### config.mk
export PLATFORM = sky130hd
export DESIGN_NAME = fetch_buffer
export DESIGN_NICKNAME = d
export VERILOG_FILES = /design/src/rtl/fetch_buffer.sv
export SDC_FILE = /design/constraint.sdc
export NUM_CORES = 1
export LEC_CHECK = 0
export BUFFER_PORTS_ARGS = -buffer_cell sky130_fd_sc_hd__buf_2
export CAP_MARGIN = 20
export CORE_ASPECT_RATIO = 1.25
export CORE_MARGIN = 1.5
export CORE_UTILIZATION = 54
export CTS_BUF_LIST = sky130_fd_sc_hd__clkbuf_4
export DETAILED_ROUTE_END_ITERATION = 10
export PLACE_DENSITY = 0.78
export SLEW_MARGIN = 0
export SYNTH_ARGS = -nofsm -noshare
export SYNTH_HDL_FRONTEND = slang
export SYNTH_SLANG_ARGS = --single-unit
### constraint.sdc
create_clock -name clk -period 3.5 [get_ports clk]
set_input_delay 0.525 -clock clk [delete_from_list [all_inputs] [get_ports clk]]
set_output_delay 0.525 -clock clk [all_outputs]
set_load 0.005 [all_outputs]
### src/rtl/fetch_buffer.sv
// Instruction fetch buffer: credit-limited request issue, in-order response queue,
// and a FLUSH state that drains stale responses after a redirect.
module fetch_buffer #(
    parameter int unsigned DEPTH    = 4,
    parameter logic [31:0] RESET_PC = 32'h0
) (
    input  logic        clk,
    input  logic        rst,
    output logic        mem_req_valid,
    input  logic        mem_req_ready,
    output logic [31:0] mem_req_addr,
    input  logic        mem_rsp_valid,
    input  logic [31:0] mem_rsp_data,
    input  logic        redirect,
    input  logic [31:0] redirect_pc,
    output logic        instr_valid,
    input  logic        instr_ready,
    output logic [31:0] instr,
    output logic [31:0] instr_pc,
    output logic [31:0] instr_pcplus4
);

    localparam int unsigned PTR_W = (DEPTH > 1) ? $clog2(DEPTH) : 1;
    localparam int unsigned CNT_W = $clog2(DEPTH + 1);
    localparam int unsigned SUM_W = CNT_W + 1;

    typedef enum logic {
        ST_RUN   = 1'b0,
        ST_FLUSH = 1'b1
    } state_e;

    state_e             state_q, state_d;
    logic [31:0]        fetch_pc_q, fetch_pc_d;
    logic [31:0]        rsp_pc_q, rsp_pc_d;
    logic [CNT_W-1:0]   outstanding_q, outstanding_d;
    logic [CNT_W-1:0]   count_q, count_d;
    logic [PTR_W-1:0]   head_q, head_d;
    logic [PTR_W-1:0]   tail_q, tail_d;
    logic [31:0]        buf_instr_q [DEPTH];
    logic [31:0]        buf_instr_d [DEPTH];
    logic [31:0]        buf_pc_q    [DEPTH];
    logic [31:0]        buf_pc_d    [DEPTH];

    logic               credit_ok;
    logic               req_fire;
    logic               rsp_take;
    logic               push;
    logic               pop;
    logic [31:0]        redirect_pc_al;
    logic               unused_redirect_lsb;

    // Handshake qualifiers and head-of-queue outputs
    always_comb begin
        credit_ok           = (SUM_W'(count_q) + SUM_W'(outstanding_q)) < SUM_W'(DEPTH);
        mem_req_valid       = rst && (state_q == ST_RUN) && !redirect && credit_ok;
        mem_req_addr        = fetch_pc_q;
        instr_valid         = rst && (state_q == ST_RUN) && (count_q != '0);
        instr               = buf_instr_q[head_q];
        instr_pc            = buf_pc_q[head_q];
        instr_pcplus4       = buf_pc_q[head_q] + 32'd4;
        req_fire            = mem_req_valid && mem_req_ready;
        rsp_take            = mem_rsp_valid && (outstanding_q != '0);
        push                = rsp_take && (state_q == ST_RUN) && !redirect;
        pop                 = instr_valid && instr_ready && !redirect;
        redirect_pc_al      = {redirect_pc[31:2], 2'b00};
        unused_redirect_lsb = ^redirect_pc[1:0];
    end

    // Next-state: queue bookkeeping, then redirect overrides everything
    always_comb begin
        state_d       = state_q;
        fetch_pc_d    = fetch_pc_q;
        rsp_pc_d      = rsp_pc_q;
        head_d        = head_q;
        tail_d        = tail_q;
        buf_instr_d   = buf_instr_q;
        buf_pc_d      = buf_pc_q;
        outstanding_d = outstanding_q + CNT_W'(req_fire) - CNT_W'(rsp_take);
        count_d       = count_q + CNT_W'(push) - CNT_W'(pop);

        if (req_fire) begin
            fetch_pc_d = fetch_pc_q + 32'd4;
        end
        if (push) begin
            buf_instr_d[tail_q] = mem_rsp_data;
            buf_pc_d[tail_q]    = rsp_pc_q;
            tail_d              = tail_q + PTR_W'(1);
            rsp_pc_d            = rsp_pc_q + 32'd4;
        end
        if (pop) begin
            head_d = head_q + PTR_W'(1);
        end

        if (redirect) begin
            count_d    = '0;
            head_d     = '0;
            tail_d     = '0;
            fetch_pc_d = redirect_pc_al;
            rsp_pc_d   = redirect_pc_al;
            state_d    = (outstanding_d != '0) ? ST_FLUSH : ST_RUN;
        end else if ((state_q == ST_FLUSH) && (outstanding_d == '0)) begin
            state_d = ST_RUN;
        end
    end

    always_ff @(posedge clk or negedge rst) begin
        if (!rst) begin
            state_q       <= ST_RUN;
            fetch_pc_q    <= RESET_PC;
            rsp_pc_q      <= RESET_PC;
            outstanding_q <= '0;
            count_q       <= '0;
            head_q        <= '0;
            tail_q        <= '0;
            buf_instr_q   <= '{default: '0};
            buf_pc_q      <= '{default: '0};
        end else begin
            state_q       <= state_d;
            fetch_pc_q    <= fetch_pc_d;
            rsp_pc_q      <= rsp_pc_d;
            outstanding_q <= outstanding_d;
            count_q       <= count_d;
            head_q        <= head_d;
            tail_q        <= tail_d;
            buf_instr_q   <= buf_instr_d;
            buf_pc_q      <= buf_pc_d;
        end
    end

endmodule
== After elaboration in Yosys (flattened, before gate mapping) ==
Index checks and enable logic that the tools add are counted.

* Add/sub/neg operators: 10
* Magnitude comparators: 4
* Muxes and demuxes: 22
* Bitwise gates (word level): 3
* Reductions and logical operators: 21

{| class="wikitable"
|+ Operators with widths
! kind !! count
|-
| $mux W32 || 9
|-
| $bwmux W128 || 2
|-
| $bmux W32 S2 || 2
|-
| $add A32 B3 Y32 const B || 3
|-
| $demux W32 S2 || 1
|-
| $logic_and A1 B1 Y1 || 12
|-
| $reduce_bool A3 Y1 || 3
|-
| $mux W2 || 4
|-
| $reduce_bool A2 Y1 || 4
|-
| $add A3 B1 Y3 || 2
|-
| $ge A3 B3 Y1 const B || 2
|-
| $not A2 Y3 || 2
|-
| $sub A3 B1 Y3 || 2
|-
| $add A2 B1 Y2 const B || 2
|-
| $add A3 B3 Y4 || 1
|-
| $lt A4 B3 Y1 const B || 1
|-
| $logic_not A3 Y1 || 1
|-
| $lt A3 B1 Y1 const B || 1
|-
| $mux W1 || 3
|-
| $mux W3 || 1
|-
| $logic_not A1 Y1 || 1
|-
| $not A1 Y1 || 1
|}

* Register bits after elaboration: 331
* Input port bits: 70
* Output and inout bits: 130
* Logic and storage cells: 75

== Depth between registers and ports, before layout ==
* Word-level depth: 11
* Gate-level depth with buffers: 13
* Mapped depth without buffers: 12

== Worst setup path after synthesis ==
Ideal clock, no wire load.

* Path kind: flip-flop to flip-flop
* Start: reg outstanding_q[2]
* End: reg state_q
* Library setup time: 126 ps
* Data arrival time: 3183 ps
* Required time: 3374 ps
* Path slack: 191 ps
* Cell stages (with the launch flop): 14
* Path buffers: 1
* Clock period less this slack: 3309 ps
* Cells stage by stage: dfrtp_1 > ha_1 > or4b_1 > and4bb_2 > inv_2 > clkbuf_1 > ha_1 > inv_1 > ha_1 > inv_1 > fa_1 > xnor2_1 > xnor2_1 > o32a_1

* Cells in the longest elaborated chain, start to end: 9
* Elaborated cells on any way between the ends: 14

{| class="wikitable"
|+ RTL lines
! item !! RTL line !! text
|-
| from (decl) || 35 || <nowiki>logic [CNT_W-1:0] outstanding_q, outstanding_d;</nowiki>
|-
| from (signal assigned) || 121 || <nowiki>outstanding_q <= outstanding_d;</nowiki>
|-
| $add A3 B3 Y4 || 54 || <nowiki>credit_ok = (SUM_W'(count_q) + SUM_W'(outstanding_q)) < SUM_W'(DEPTH);</nowiki>
|-
| $lt A4 B3 Y1 || 54 ||
|-
| $logic_and A1 B1 Y1 || 55 || <nowiki>mem_req_valid = rst && (state_q == ST_RUN) && !redirect && credit_ok;</nowiki>
|-
| $logic_and A1 B1 Y1 || 61 || <nowiki>req_fire = mem_req_valid && mem_req_ready;</nowiki>
|-
| $add A3 B1 Y3 || 78 || <nowiki>outstanding_d = outstanding_q + CNT_W'(req_fire) - CNT_W'(rsp_take);</nowiki>
|-
| $sub A3 B1 Y3 * || 78 ||
|-
| net outstanding_d[2] || 35 ||
|-
| $reduce_bool A3 Y1 / $logic_not A3 Y1 (equally long branches) || 100, 101 ||
|-
| $mux W1 / $logic_and A1 B1 Y1 (equally long branches) || 100, 101 ||
|-
| $mux W1 / $reduce_bool A2 Y1 (equally long branches) || - ||
|-
| to (signal assigned) || 118 || <nowiki>state_q <= state_d;</nowiki>
|-
| to (decl) || 32 || <nowiki>state_e state_q, state_d;</nowiki>
|}

Mark *: on every way through the listed nets, which the timed path passes. The rest lies on a longest branch.
A chain may end at the register's enable or synchronous reset.

== Final worst setup path ==
* Start: reg head_q[0]
* End: out instr_pcplus4[22]

* Cells in the longest elaborated chain, start to end: 5

{| class="wikitable"
|+ RTL lines
! item !! RTL line !! text
|-
| from (decl) || 37 || <nowiki>logic [PTR_W-1:0] head_q, head_d;</nowiki>
|-
| from (signal assigned) || 113 || <nowiki>head_q <= '0;</nowiki>
|-
| from (signal assigned) || 123 || <nowiki>head_q <= head_d;</nowiki>
|-
| $not A2 Y3 (not written as such) || 60 || <nowiki>instr_pcplus4 = buf_pc_q[head_q] + 32'd4;</nowiki>
|-
| $bmux W32 S2 || 60 ||
|-
| $mux W32 (not written as such) (2 in series) || 60 ||
|-
| $add A32 B3 Y32 || 60 ||
|-
| to (decl) || 20 || <nowiki>output logic [31:0] instr_pcplus4</nowiki>
|}

No other way between the ends. The select of a mux whose other input is x is not followed.

==> metrics.md <==
| Metric | Value |
|---|---|
| Setup TNS | 0 ps |
| Pwr dens | 625 mW/mm2 |
| Final setup viols | 0 |
| H-tree depth | 3 |
| Drt drc | 0 |
| Crit path time final | 3490 ps |
| Die area | 0.0296 mm2 |
| TritonCTS clock tree | built |
| Most common cell after layout, fill and taps aside | dfrtp_1 |
| Port bufs | 191 |
| Critical path required time | 2970 ps |
| Met3 WL post-DR | 2200 um |
| Max_cap viols | 0 |
| Clk sinks | 319 |
| CP max-delay cell | mux4_2 |
| Vias | 10700 |
| Met2 routed WL | 17600 um |
| Ys Warns | 0 |
| DR vias/cell | 5.88 |
| Prevailing post-synth register cell | dfrtp_1 |
| Headroom to the max-slew limit | 0.401 |
| Clk_lat worst skew | 730 ps |
| Die Span Y | 192 um |
| Peak supply drop | 0.247 mV |
| First-pass GRT wire length | 57300 um |
| Wirelength, routed | 35600 um |
| Worst path max stage delay | 600 ps |
| Die width | 154 um |
| Number of global-route vias before repair | 11100 |
| CTS root buffer | clkbuf_4 |
| GP Congestion | 0.877 |
| Mean post-synth cell area | 13.4 um2 |
| Finished Core Util | 0.639 |
| CP Launch Type | flip-flop |
| I/O Pins | 200 |
| Asr flop ratio synth | 1.00 |
| Fraction of layout cells with a size suffix above 1 | 0.484 |
| Post-synthesis register bit count | 319 |
| Area delta synth->final | 17.3% |
| Nets | 1500 |
| Starting DRT DRC Count | 520 |
| Longest Clk Path Bufs | 3 |
| Largest area contributor in the netlist | dfrtp_1 |
| Crit path cell chain | buf_4 > mux4_2 > and3_1 > and3_2 > nand3_1 > xnor2_1 > buf_2 |
| Slew @ Worst Pin | 899 ps |
| DRT antenna net count | 0 |
| Setup crit end kind | primary output |
| Number of synthesized flops with an enable pin | 0 |
| Largest net degree at the start of global routing | 83 |
| CP bufs+invs | 2 |
| Post-synth top area share | 0.517 |
| Hold Violations, Final | 0 |
| Max Used Layer | met4 |
| Slew Limit Fails | 0 |
| GR Util All Layers | 0.247 |
| CP Max Fanout | 8 |
| Core Box Area | 0.0283 mm2 |
| Reg clk slew, reported paths | 70 ps |
| Seq/Total Area, Yosys | 0.517 |
| Pre-Repair DR Iteration Count | 5 |
| Post-DP HPWL | 23100 um |
| Wl on met1 | 15100 um |
| Clk_skew | 47.6 ps |
| Fill count | 2155 |
| Synthesized area | 0.0154 mm2 |
| Critical Path AT | 2970 ps |
| Area contributors post-synth | dfrtp_1 52%, mux2_2 18%, mux4_2 7.4% |
| Commonest cells after routing, fill and taps aside | 317 x dfrtp_1, 251 x mux2_2, 190 x buf_2 |
| Critical path's top delay family | simple AND/OR/NAND/NOR gates |
| Final worst path period share | 0.998 |
| HP Class | in -> reg |
| Post-synthesis cell type count | 51 |
| Remaining global-route overflow | 0 |
| Routed len/inst | 19.6 um |
| Status | complete, no violations |
| Fin cells | 1820 |
| # rows | 69 |
| Initial antenna violation count | 2 |
| RSZ-0062 raised after global routing | yes |
| Post-synthesis instance total | 1153 |
| TritonCTS buffer count | 81 |
| Setup CP Type | reg -> out |
| Inst Count DP | 1657 |
| Initial Util | 0.545 |
| Fmax | 0.286 GHz |
| Leakage | 8.68 nW |
-- per-stage QoR --
stage	setup slack [ps]	hold WS [ps]	cell area, um2	power, W
after floorplan	191	229	15500	0.00679
final	6.82	52.1	18100	0.0113
after CTS	-28.7	5.40	18000	0.0114
after detailed placement	243	486	16800	0.00807
after global placement	295	478	16800	0.00791
after global routing	-134	21.6	18100	0.0120
-- worst register-to-register path, cell delays in order, from the launching register on --
cell,delay [ps]
dfrtp_1,430
ha_1,310
or4b_1,560
and4bb_2,350
inv_2,40
ha_1,260
inv_1,50
ha_1,120
inv_1,50
fa_1,380
xnor2_1,150
xnor2_1,150
o32a_1,290
-- cell usage after synthesis, types with 4 or more instances --
library cell and n:
and3_1 20, xor2_1 34, nand2_1 65, a21oi_1 8, nand4_1 33, buf_2 32, nor2_1 31, a31oi_1 8
clkbuf_1 33, nor4_1 5, o21ai_0 51, o311ai_0 12, dfrtp_1 319, and4_1 8, nand3_1 45, o211ai_1 8
xnor2_1 30, nor3_1 7, and2_1 9, a41oi_1 4, ha_1 13, mux4_2 51, inv_1 16, mux2_2 251
mux4_1 11, buf_4 10
-- where the power goes --
| part | total, W | internal [W] | switching (W) |
|---|---|---|---|
| Sequential | 0.00505 | 0.00452 | 0.000526 |
| Clock | 0.00312 | 0.00166 | 0.00146 |
| Combinational | 0.00315 | 0.00176 | 0.00139 |
| Total | 0.0113 | 0.00794 | 0.00338 |
-- flip-flops by register name, summed over array words and instances, names as in the netlist --
| signal | flops |
|---|---|
| rsp_pc_q | 30 |
| state_q | 1 |
| buf_pc_q | 120 |
| buf_instr_q | 128 |
| mem_req_addr | 30 |
| head_q | 2 |
| count_q | 3 |
| tail_q | 2 |
| outstanding_q | 3 |
-- cells by family after synthesis --
group	share of synthesized area
buffers and inverters	0.0303
muxes	0.278
and+or+nand+nor	0.0883
AOI/OAI and AO/OA	0.0370
other	0.000243
adders and majority gates	0.0131
xor gates and xnor gates	0.0363
DFF	0.517
-- what timing repair did --
action / in CTS / in global routing
pin swaps: 7 / 1
setup endpoints to repair: 23 / 18
endpoints found under the hold margin: 47 / 0
gates resized for setup: 28 / 1
buffers inserted: 20 / 3
cloned: 0 / 0
hold buffers: 6 / 0
-- metal layers --
layer  vias to the layer above  global-route usage
li1                       4806                   -
met1                      5425               0.318
met2                       408               0.416
met3                        68              0.0465
met4                         0              0.0967
met5                         -                   0
-- worst paths after layout --
check,from,to,slack (ps),depth (start not counted)
setup / recovery,head_q[0]$_DFFE_PN0P_,instr_pcplus4[22],7,7
hold / removal,redirect_pc[5],rsp_pc_q[5]$_DFFE_PN0N_,50,3
setup reg to reg,outstanding_q[2]$_DFF_PN0_,state_q$_DFFE_PN0P_,250,12
hold reg to reg,buf_instr_q[30]$_DFFE_PN0P_,buf_instr_q[30]$_DFFE_PN0P_,500,1
max in group asynchronous,rst,head_q[1]$_DFFE_PN0P_,990,5
min in group asynchronous,rst,buf_pc_q[67]$_DFFE_PN0P_,520,3
-- final cells by class --
cell class,instances,area (um2),area share
well taps,355,444,0.0245
inverters,18,67.6,0.00373
diodes,3,7.51,0.000415
clock inverters,14,124,0.00684
multi-input cells,742,7030,0.388
repair buffers,253,1580,0.0870
flip-flops and latches,319,7990,0.441
clock buffers,116,871,0.0481
No activity file was read; power rests on OpenSTA's default activity.
